**src/rtl/cr_huf_comp_sa_ob_arb.sv**
```systemverilog
// cr_huf_comp_sa_ob_arb
//   Frame-atomic round-robin arbiter. It shares one outbound stream between
//   N_REQ FIFO-style TLV producers. Once a requester is granted, only its beats
//   are popped, until its tlast beat has been taken. Granted beats land in a
//   2-entry output buffer that presents a FIFO-style interface downstream.
//
// Ports
//   clk, rst           rising-edge clock, asynchronous active-high reset
//   in_empty/in_aempty per-requester FIFO status (aempty is informational)
//   in_data/in_tlast   per-requester head beat, requester i at [i*DW +: DW]
//   in_rd              per-requester pop strobe (one-hot or zero)
//   out_empty/aempty   output buffer holds 0 / at most 1 beat
//   out_data/out_tlast output buffer head beat
//   out_rd             downstream pop
//   frm_cnt            completed frames per requester, CNT_W bits each, wraps
//   rd_err             sticky: out_rd seen while the buffer was empty
//
// Handshake: both sides use FIFO-pop semantics. A beat transfers on a rising
// edge where the consumer's rd strobe is high and the producer's empty is low.
// in_rd is only raised when that holds. An out_rd against an empty buffer
// transfers nothing and is flagged in rd_err.
module cr_huf_comp_sa_ob_arb #(
  parameter int N_REQ = 2,
  parameter int DW    = 64,
  parameter int CNT_W = 16
) (
  input  logic                   clk,
  input  logic                   rst,
  input  logic [N_REQ-1:0]       in_empty,
  input  logic [N_REQ-1:0]       in_aempty,
  input  logic [N_REQ*DW-1:0]    in_data,
  input  logic [N_REQ-1:0]       in_tlast,
  output logic [N_REQ-1:0]       in_rd,
  output logic                   out_empty,
  output logic                   out_aempty,
  output logic [DW-1:0]          out_data,
  output logic                   out_tlast,
  input  logic                   out_rd,
  output logic [N_REQ*CNT_W-1:0] frm_cnt,
  output logic                   rd_err
);

  localparam int GW = (N_REQ > 1) ? $clog2(N_REQ) : 1;

  typedef enum logic {IDLE = 1'b0, XFER = 1'b1} state_t;

  state_t         state;
  logic [GW-1:0]  gnt;
  logic [GW-1:0]  rr;
  logic [GW-1:0]  rr_next;
  logic [GW-1:0]  scan_idx;
  logic           scan_hit;
  logic           gnt_empty;
  logic [DW:0]    beat;       // {tlast, data} of the granted requester's head
  logic           pop_in;
  logic           buf_pop;
  logic           frm_done;
  logic [DW:0]    buf0;       // buffer head, {tlast, data}
  logic [DW:0]    buf1;
  logic [1:0]     count;

  // Almost-empty plays no part in arbitration.
  logic unused_aempty;
  assign unused_aempty = ^in_aempty;

  // Round-robin scan: the first non-empty requester at or after rr, wrapping.
  always_comb begin
    logic [GW:0] sum;
    scan_hit = 1'b0;
    scan_idx = rr;
    sum      = '0;
    for (int k = 0; k < N_REQ; k++) begin
      sum = {1'b0, rr} + (GW+1)'(k);
      if (sum >= (GW+1)'(N_REQ)) sum = sum - (GW+1)'(N_REQ);
      if (!scan_hit && !in_empty[sum[GW-1:0]]) begin
        scan_hit = 1'b1;
        scan_idx = sum[GW-1:0];
      end
    end
  end

  // Head beat and empty flag of the granted requester.
  always_comb begin
    beat      = '0;
    gnt_empty = 1'b1;
    for (int i = 0; i < N_REQ; i++) begin
      if (gnt == GW'(i)) begin
        beat      = {in_tlast[i], in_data[i*DW +: DW]};
        gnt_empty = in_empty[i];
      end
    end
  end

  // A pop needs buffer room. A full buffer still accepts a beat when the
  // downstream drains one on the same edge.
  assign pop_in   = (state == XFER) && !gnt_empty && ((count != 2'd2) || out_rd);
  assign buf_pop  = out_rd && (count != 2'd0);
  assign frm_done = pop_in && beat[DW];
  assign rr_next  = (gnt == GW'(N_REQ-1)) ? '0 : gnt + 1'b1;
  assign in_rd    = pop_in ? (N_REQ'(1) << gnt) : '0;

  // Arbitration FSM.
  always_ff @(posedge clk or posedge rst) begin
    if (rst) begin
      state <= IDLE;
      gnt   <= '0;
      rr    <= '0;
    end else begin
      case (state)
        IDLE: begin
          if (scan_hit) begin
            gnt   <= scan_idx;
            state <= XFER;
          end
        end
        XFER: begin
          if (frm_done) begin
            rr    <= rr_next;
            state <= IDLE;
          end
        end
        default: state <= IDLE;
      endcase
    end
  end

  // Two-entry output buffer. buf0 is always the head. On push plus pop at
  // count 2, the old buf1 moves forward and the new beat takes buf1.
  always_ff @(posedge clk or posedge rst) begin
    if (rst) begin
      buf0   <= '0;
      buf1   <= '0;
      count  <= 2'd0;
      rd_err <= 1'b0;
    end else begin
      if (out_rd && (count == 2'd0)) rd_err <= 1'b1;
      case ({pop_in, buf_pop})
        2'b10: begin
          if (count == 2'd0) buf0 <= beat;
          else               buf1 <= beat;
          count <= count + 2'd1;
        end
        2'b01: begin
          buf0  <= buf1;
          count <= count - 2'd1;
        end
        2'b11: begin
          if (count == 2'd1) begin
            buf0 <= beat;
          end else begin
            buf0 <= buf1;
            buf1 <= beat;
          end
        end
        default: ;
      endcase
    end
  end

  // Per-requester completed-frame counters; wrap naturally.
  always_ff @(posedge clk or posedge rst) begin
    if (rst) begin
      frm_cnt <= '0;
    end else begin
      for (int i = 0; i < N_REQ; i++) begin
        if (frm_done && (gnt == GW'(i)))
          frm_cnt[i*CNT_W +: CNT_W] <= frm_cnt[i*CNT_W +: CNT_W] + 1'b1;
      end
    end
  end

  assign out_empty  = (count == 2'd0);
  assign out_aempty = (count != 2'd2);
  assign out_data   = buf0[DW-1:0];
  assign out_tlast  = buf0[DW];

endmodule

```
**config.mk**
```make
export PLATFORM = sky130hd
export DESIGN_NAME = cr_huf_comp_sa_ob_arb
export DESIGN_NICKNAME = d
export VERILOG_FILES = /design/src/rtl/cr_huf_comp_sa_ob_arb.sv
export SDC_FILE = /design/constraint.sdc
export NUM_CORES = 1
export LEC_CHECK = 0
export CAP_MARGIN = 20
export CORE_UTILIZATION = 51
export DETAILED_ROUTE_END_ITERATION = 10
export PLACE_DENSITY = 0.86
export SLEW_MARGIN = 20
export SYNTH_ARGS = -nofsm -noshare
export SYNTH_HDL_FRONTEND = slang
export SYNTH_SLANG_ARGS = --single-unit
```
**constraint.sdc**
```tcl
create_clock -name clk -period 15.91 [get_ports clk]
set_input_delay 3.182 -clock clk [delete_from_list [all_inputs] [get_ports clk]]
set_output_delay 3.182 -clock clk [all_outputs]
set_load 0.05 [all_outputs]
```
# [Word-level counts from Yosys, hierarchy flattened]
# Cells that the tools add are included.
[totals] word_cells=76 romBits=0 output_inout_bits=102 ff_bits=168 memories=0 latchBits=0 inputBits=137 ramBits=0
[classes] mul=0 order_cmp=4 muxes=24 bitwise_logic=2 n_shift=1 n_eq_ne=8 add_sub_neg=8 n_reduce_logical=20 n_div=0
[op_table] op="2-to-1 mux 65 bit" n=5
[op_table] op="one-hot mux 65 bit (3 select lines)" n=1
[op_table] op="one-hot mux 65 bit (2 select lines)" n=1
[op_table] op="adder 16 x 1 -> 16 bit (second input constant)" n=2
[op_table] op="2-to-1 mux 1 bit" n=14
[op_table] op="logical AND 1 bit" n=8
[op_table] op="inequality test 2 bit (second input constant)" n=4
[op_table] op="AND reduction 2 bit" n=3
[op_table] op="nonzero test 2 bit" n=3
[op_table] op="== test 2 x 1 -> 1 bit (second input constant)" n=2
[op_table] op="== test 2 bit (second input constant)" n=2
[op_table] op="< comparator 1 x 2 -> 1 bit (second input constant)" n=2
[op_table] op="one-hot mux 2 bit (2 select lines)" n=1
[op_table] op="AND reduction 3 bit" n=1
[op_table] op="nonzero test 3 bit" n=1
[op_table] op="adder 1 x 1 -> 2 bit (second input constant)" n=1
[op_table] op="adder 2 x 1 -> 2 bit (second input constant)" n=1
[op_table] op=">= comparator 1 x 2 -> 1 bit (second input constant)" n=1
[op_table] op=">= comparator 2 bit (second input constant)" n=1
[op_table] op="zero test 1 bit" n=2
[op_table] op="zero test 2 bit" n=1
[op_table] op="2-to-1 mux 2 bit" n=1
[op_table] op="inverter 1 bit" n=2
[op_table] op="one-hot mux 1 bit (2 select lines)" n=1
[op_table] op="other kinds (5)" n=6

# [Longest topological paths before layout]
[depth] ltp_word=10 ltp_mapped=12 depth_no_buf=10

# [Least setup slack after synthesis]
# OpenSTA, ideal clock, no wires.
[synth_path] kind="input-to-output" startpoint="input out_rd" endpoint="output in_rd[0]" setup_slack_ps=8245 required_time_ps=12728 n_path_buf=0 stages=3 arrival_ps=4483 path_cell_list="nand2b_1 > nand2_1 > nor3_1"
[synth_via] elab_chain_len=3
[synth_rtl] element="start, declared" line="38" rtl="input logic out_rd,"
[synth_rtl] element="logical OR 1 bit" line="96" rtl="assign pop_in = (state == XFER) && !gnt_empty && ((count != 2'd2) || out_rd);"
[synth_rtl] element="logical AND 1 bit" line="96"
[synth_rtl] element="2-to-1 mux 2 bit" line="100" rtl="assign in_rd = pop_in ? (N_REQ'(1) << gnt) : '0;"
[synth_rtl] element="end, declared" line="33" rtl="output logic [N_REQ-1:0] in_rd,"
# No other way between the ends.

# [Worst setup path in the final report]
[layout_path] startpoint="input out_rd" endpoint="output in_rd[1]"
# The elaborated chain is that of the path after synthesis.

==> summary.md <==
| Metric | Value |
|---|---|
| Initial antenna violation count | 0 |
| Crit. End Element | output port |
| Pwr dens | 211.4 mW/mm2 |
| Initial core utilization | 0.5215 |
| Outcome | complete, no violations |
| Period Utilization, post-route | 0.5230 |
| Die width | 126.5 um |
| Share of cells above drive strength 1 | 0.1246 |
| CTS tree | built |
| Number of vias per cell | 5.454 |
| PostCTS Resize Cnt | 0 |
| Core footprint | 0.01515 mm2 |
| Vias after detailed routing | 5972 |
| Finished Cell Area | 0.01100 mm2 |
| Fill cells | 1063 |
| Setup crit start kind | primary input |
| Clk root buf | clkbuf_16 |
| Post-CTS setup buffers | 0 |
| DR top layer | met4 |
| Placement Rows | 45 |
| Maximum VDD drop | 0.1386 mV |
| Pin count of the biggest net entering global routing | 131 |
| First-pass GRT wire length | 30.34 mm |
| WL met1 | 7.950 mm |
| Synth unique cells | 38 |
| Clk sinks | 168 |
| Footprint of the multi-input gates | 0.003507 mm2 |
| Crit-path cells | clkdlybuf4s50_1 -> nand2b_1 -> and4b_1 -> clkdlybuf4s50_1 |
| Highest cell delay on the worst timing path | 830 ps |
| Post-synth EDFFs | 0 |
| Detailed Place HPWL | 12.50 mm |
| Max Clock Freq | 120.2 MHz |
| Synth Area per Inst | 11.62 um2 |
| Setup WS pre-CTS | 7604 ps |
| Final Hold Fails | 0 |
| GPL Wtd Cong | 0.7898 |
| Antenna viol nets, final | 0 |
| WL met2 | 9.248 mm |
| Ant. Diodes | 0 |
| Clock Path Buffers | 2 |
| Max-cap violations | 0 |
| Leakage | 4.773 nW |
| Met3 wire len | 980 um |
| Detailed-router iteration count before antenna repair | 4 |
| Global Route Usage Sum | 0.2412 |
| Final min period | 8321 ps |
| Synthesized area | 0.007899 mm2 |
| H-tree depth | 4 |
| Post-DP Area | 0.01039 mm2 |
| Max FO, Critical Path | 6 |
| Slew margin rel. | 0.3933 |
| Vias in the first global route | 6075 |
| Syn_nets | 826 |
| DR WL/cell | 16.92 um |
| Die ar. | 0.01599 mm2 |
| Layout Utilization | 0.7263 |
| Commonest non-fill, non-tap cells in the layout | clkdlybuf4s50_1, dfrtp_1, nand2_1 |
| Fin nets | 1041 |
| First DRT Iteration DRCs | 359 |
| Switching part of the total | 0.4394 |
| Dpl cells | 1063 |
| Most common cell after layout, fill and taps aside | clkdlybuf4s50_1 |
| Final setup TNS | 0 ps |
| Die height | 126.5 um |
| Main flop type after synthesis | dfrtp_1 |
| Clk Latency, worst-skew pair | 420 ps |
| Hold/Removal Path Class | reg2reg |
| Flop pwr share | 0.315 |
| Syn-to-layout area delta | 39.27% |
| Clk_skew | 7.032 ps |
| Critical Path AT | 5140 ps |
| Reg clk slew, reported paths | 70 ps |
| FF/Latch Area | 0.004208 mm2 |
| Port Buffer Count | 236 |
| Post-Syn Instances | 680 |
| Yosys warns | 0 |
| Psw | 1.022 mW |
| Async set-reset flop share out of synthesis | 1.000 |
| Cell mode on critical path | clkdlybuf4s50_1 |
| Ports | 239 |
| Sequential share of the synthesized area | 0.5322 |
| Critical-path top delay cell | clkdlybuf4s50_1 |
| Post-Layout Cell Count | 1095 |
| Required time worst endpoint | 12730 ps |
| Clk pwr share | 0.173 |
| RSZ-0062 raised after global routing | false |
| Global route overflow | 0 |
| Max-slew violations | 0 |
| # hold bufs at CTS | 0 |
| Routed WL | 18.53 mm |
| Finish-stage setup viols | 0 |
| Crit Path Class | in2out |
| Internal Pwr Total | 1.304 mW |
| Yosys reg bits | 168 |
| Combinational power share | 0.512 |
| Worst-Margin Slew | 910.0 ps |
| Setup ws final | 7589 ps |
| Post-route DRC | 0 |
| CTS Buf Count | 17 |
==> layout make-up <==
class / instances / share of cell area
clock inverters: 13 / 0.01217
well taps: 188 / 0.02138
flip-flops and latches: 168 / 0.3825
multi-input cells: 455 / 0.3188
repair buffers: 242 / 0.2210
clock buffers: 18 / 0.03992
inverters: 11 / 0.004208
==> worst max-delay path: cells and delay by family <==
family | cells | cell delay, ps
buffers and inverters | 2 | 1400
and+or+nand+nor | 2 | 560
==> path summary, 6_finish.rpt <==
path,from,end,slack [ps],cells after the start
worst min-delay path,rd_err,rd_err,460,1
worst min register to register,rd_err,rd_err,460,1
worst max-delay path,out_rd,in_rd[1],7590,4
min in group asynchronous,rst,frm_cnt[28],3280,2
worst max register to register,gnt,buf0[62],12460,9
max in group asynchronous,rst,buf0[27],11430,3
==> power by group through the flow <==
stage / Clock [mW] / Combinational, mW / Sequential (mW)
6_report: 0.403 / 1.19 / 0.732
4_1_cts: 0.410 / 1.19 / 0.733
3_3_place_gp: 0 / 1.16 / 0.727
2_1_floorplan: 0 / 0.540 / 1.02
5_1_grt: 0.430 / 1.27 / 0.760
3_5_place_dp: 0 / 1.19 / 0.737
==> metrics by stage <==
step                total power, mW  hold WS, ps
detailed placement            1.926        443.4
finish                        2.325        456.6
global route                  2.461        473.7
CTS                           2.337        459.0
floorplan                     1.557        450.5
global placement              1.888        436.2
==> flip-flops by register name, indices dropped and copies added (netlist names) <==
register / cells
buf0: 65
buf1: 65
frm_cnt: 32
count: 2
gnt: 1
rd_err: 1
rr: 1
state: 1
==> synth_stat cells (2+ instances only) <==
cell | number | area (um2)
nand3_1 | 10 | 50.05
and3_1 | 3 | 18.77
buf_1 | 6 | 22.52
mux2i_1 | 66 | 660.6
xnor2_1 | 16 | 140.1
nor3_1 | 9 | 45.04
nand2_1 | 82 | 307.8
xor2_1 | 16 | 140.1
o2bb2ai_1 | 65 | 569.3
a21oi_1 | 5 | 25.02
nand4_1 | 5 | 31.28
nand2b_1 | 4 | 25.02
nor4_4 | 2 | 42.54
clkbuf_1 | 24 | 90.09
mux2_2 | 67 | 754.5
or4b_1 | 2 | 20.02
or3_1 | 2 | 12.51
ha_1 | 9 | 112.6
o21ai_0 | 67 | 335.3
nor3b_1 | 3 | 22.52
inv_1 | 11 | 41.29
nor4b_1 | 2 | 17.52
nor2_1 | 8 | 30.03
dfrtp_1 | 168 | 4204
buf_2 | 15 | 75.07
==> routing by layer <==
metal  GRT usage  vias to the layer above
met5           0                        -
met1      0.2960                     2912
met2      0.4163                      160
met4     0.08505                        0
met3     0.05778                       28
li1            -                     2872
==> cell families (layout without fill, tap and decap cells) <==
logic type | Yosys count | count (layout) | synth area share
AOI/OAI and AO/OA | 142 | 142 | 0.1226
xor gates and xnor gates | 32 | 32 | 0.03548
adders and majority gates | 9 | 9 | 0.01426
buffers and inverters | 57 | 284 | 0.02994
DFF | 168 | 168 | 0.5322
muxes | 133 | 133 | 0.1792
and+or+nand+nor | 139 | 139 | 0.08633
No activity file was read; power rests on OpenSTA's default activity.
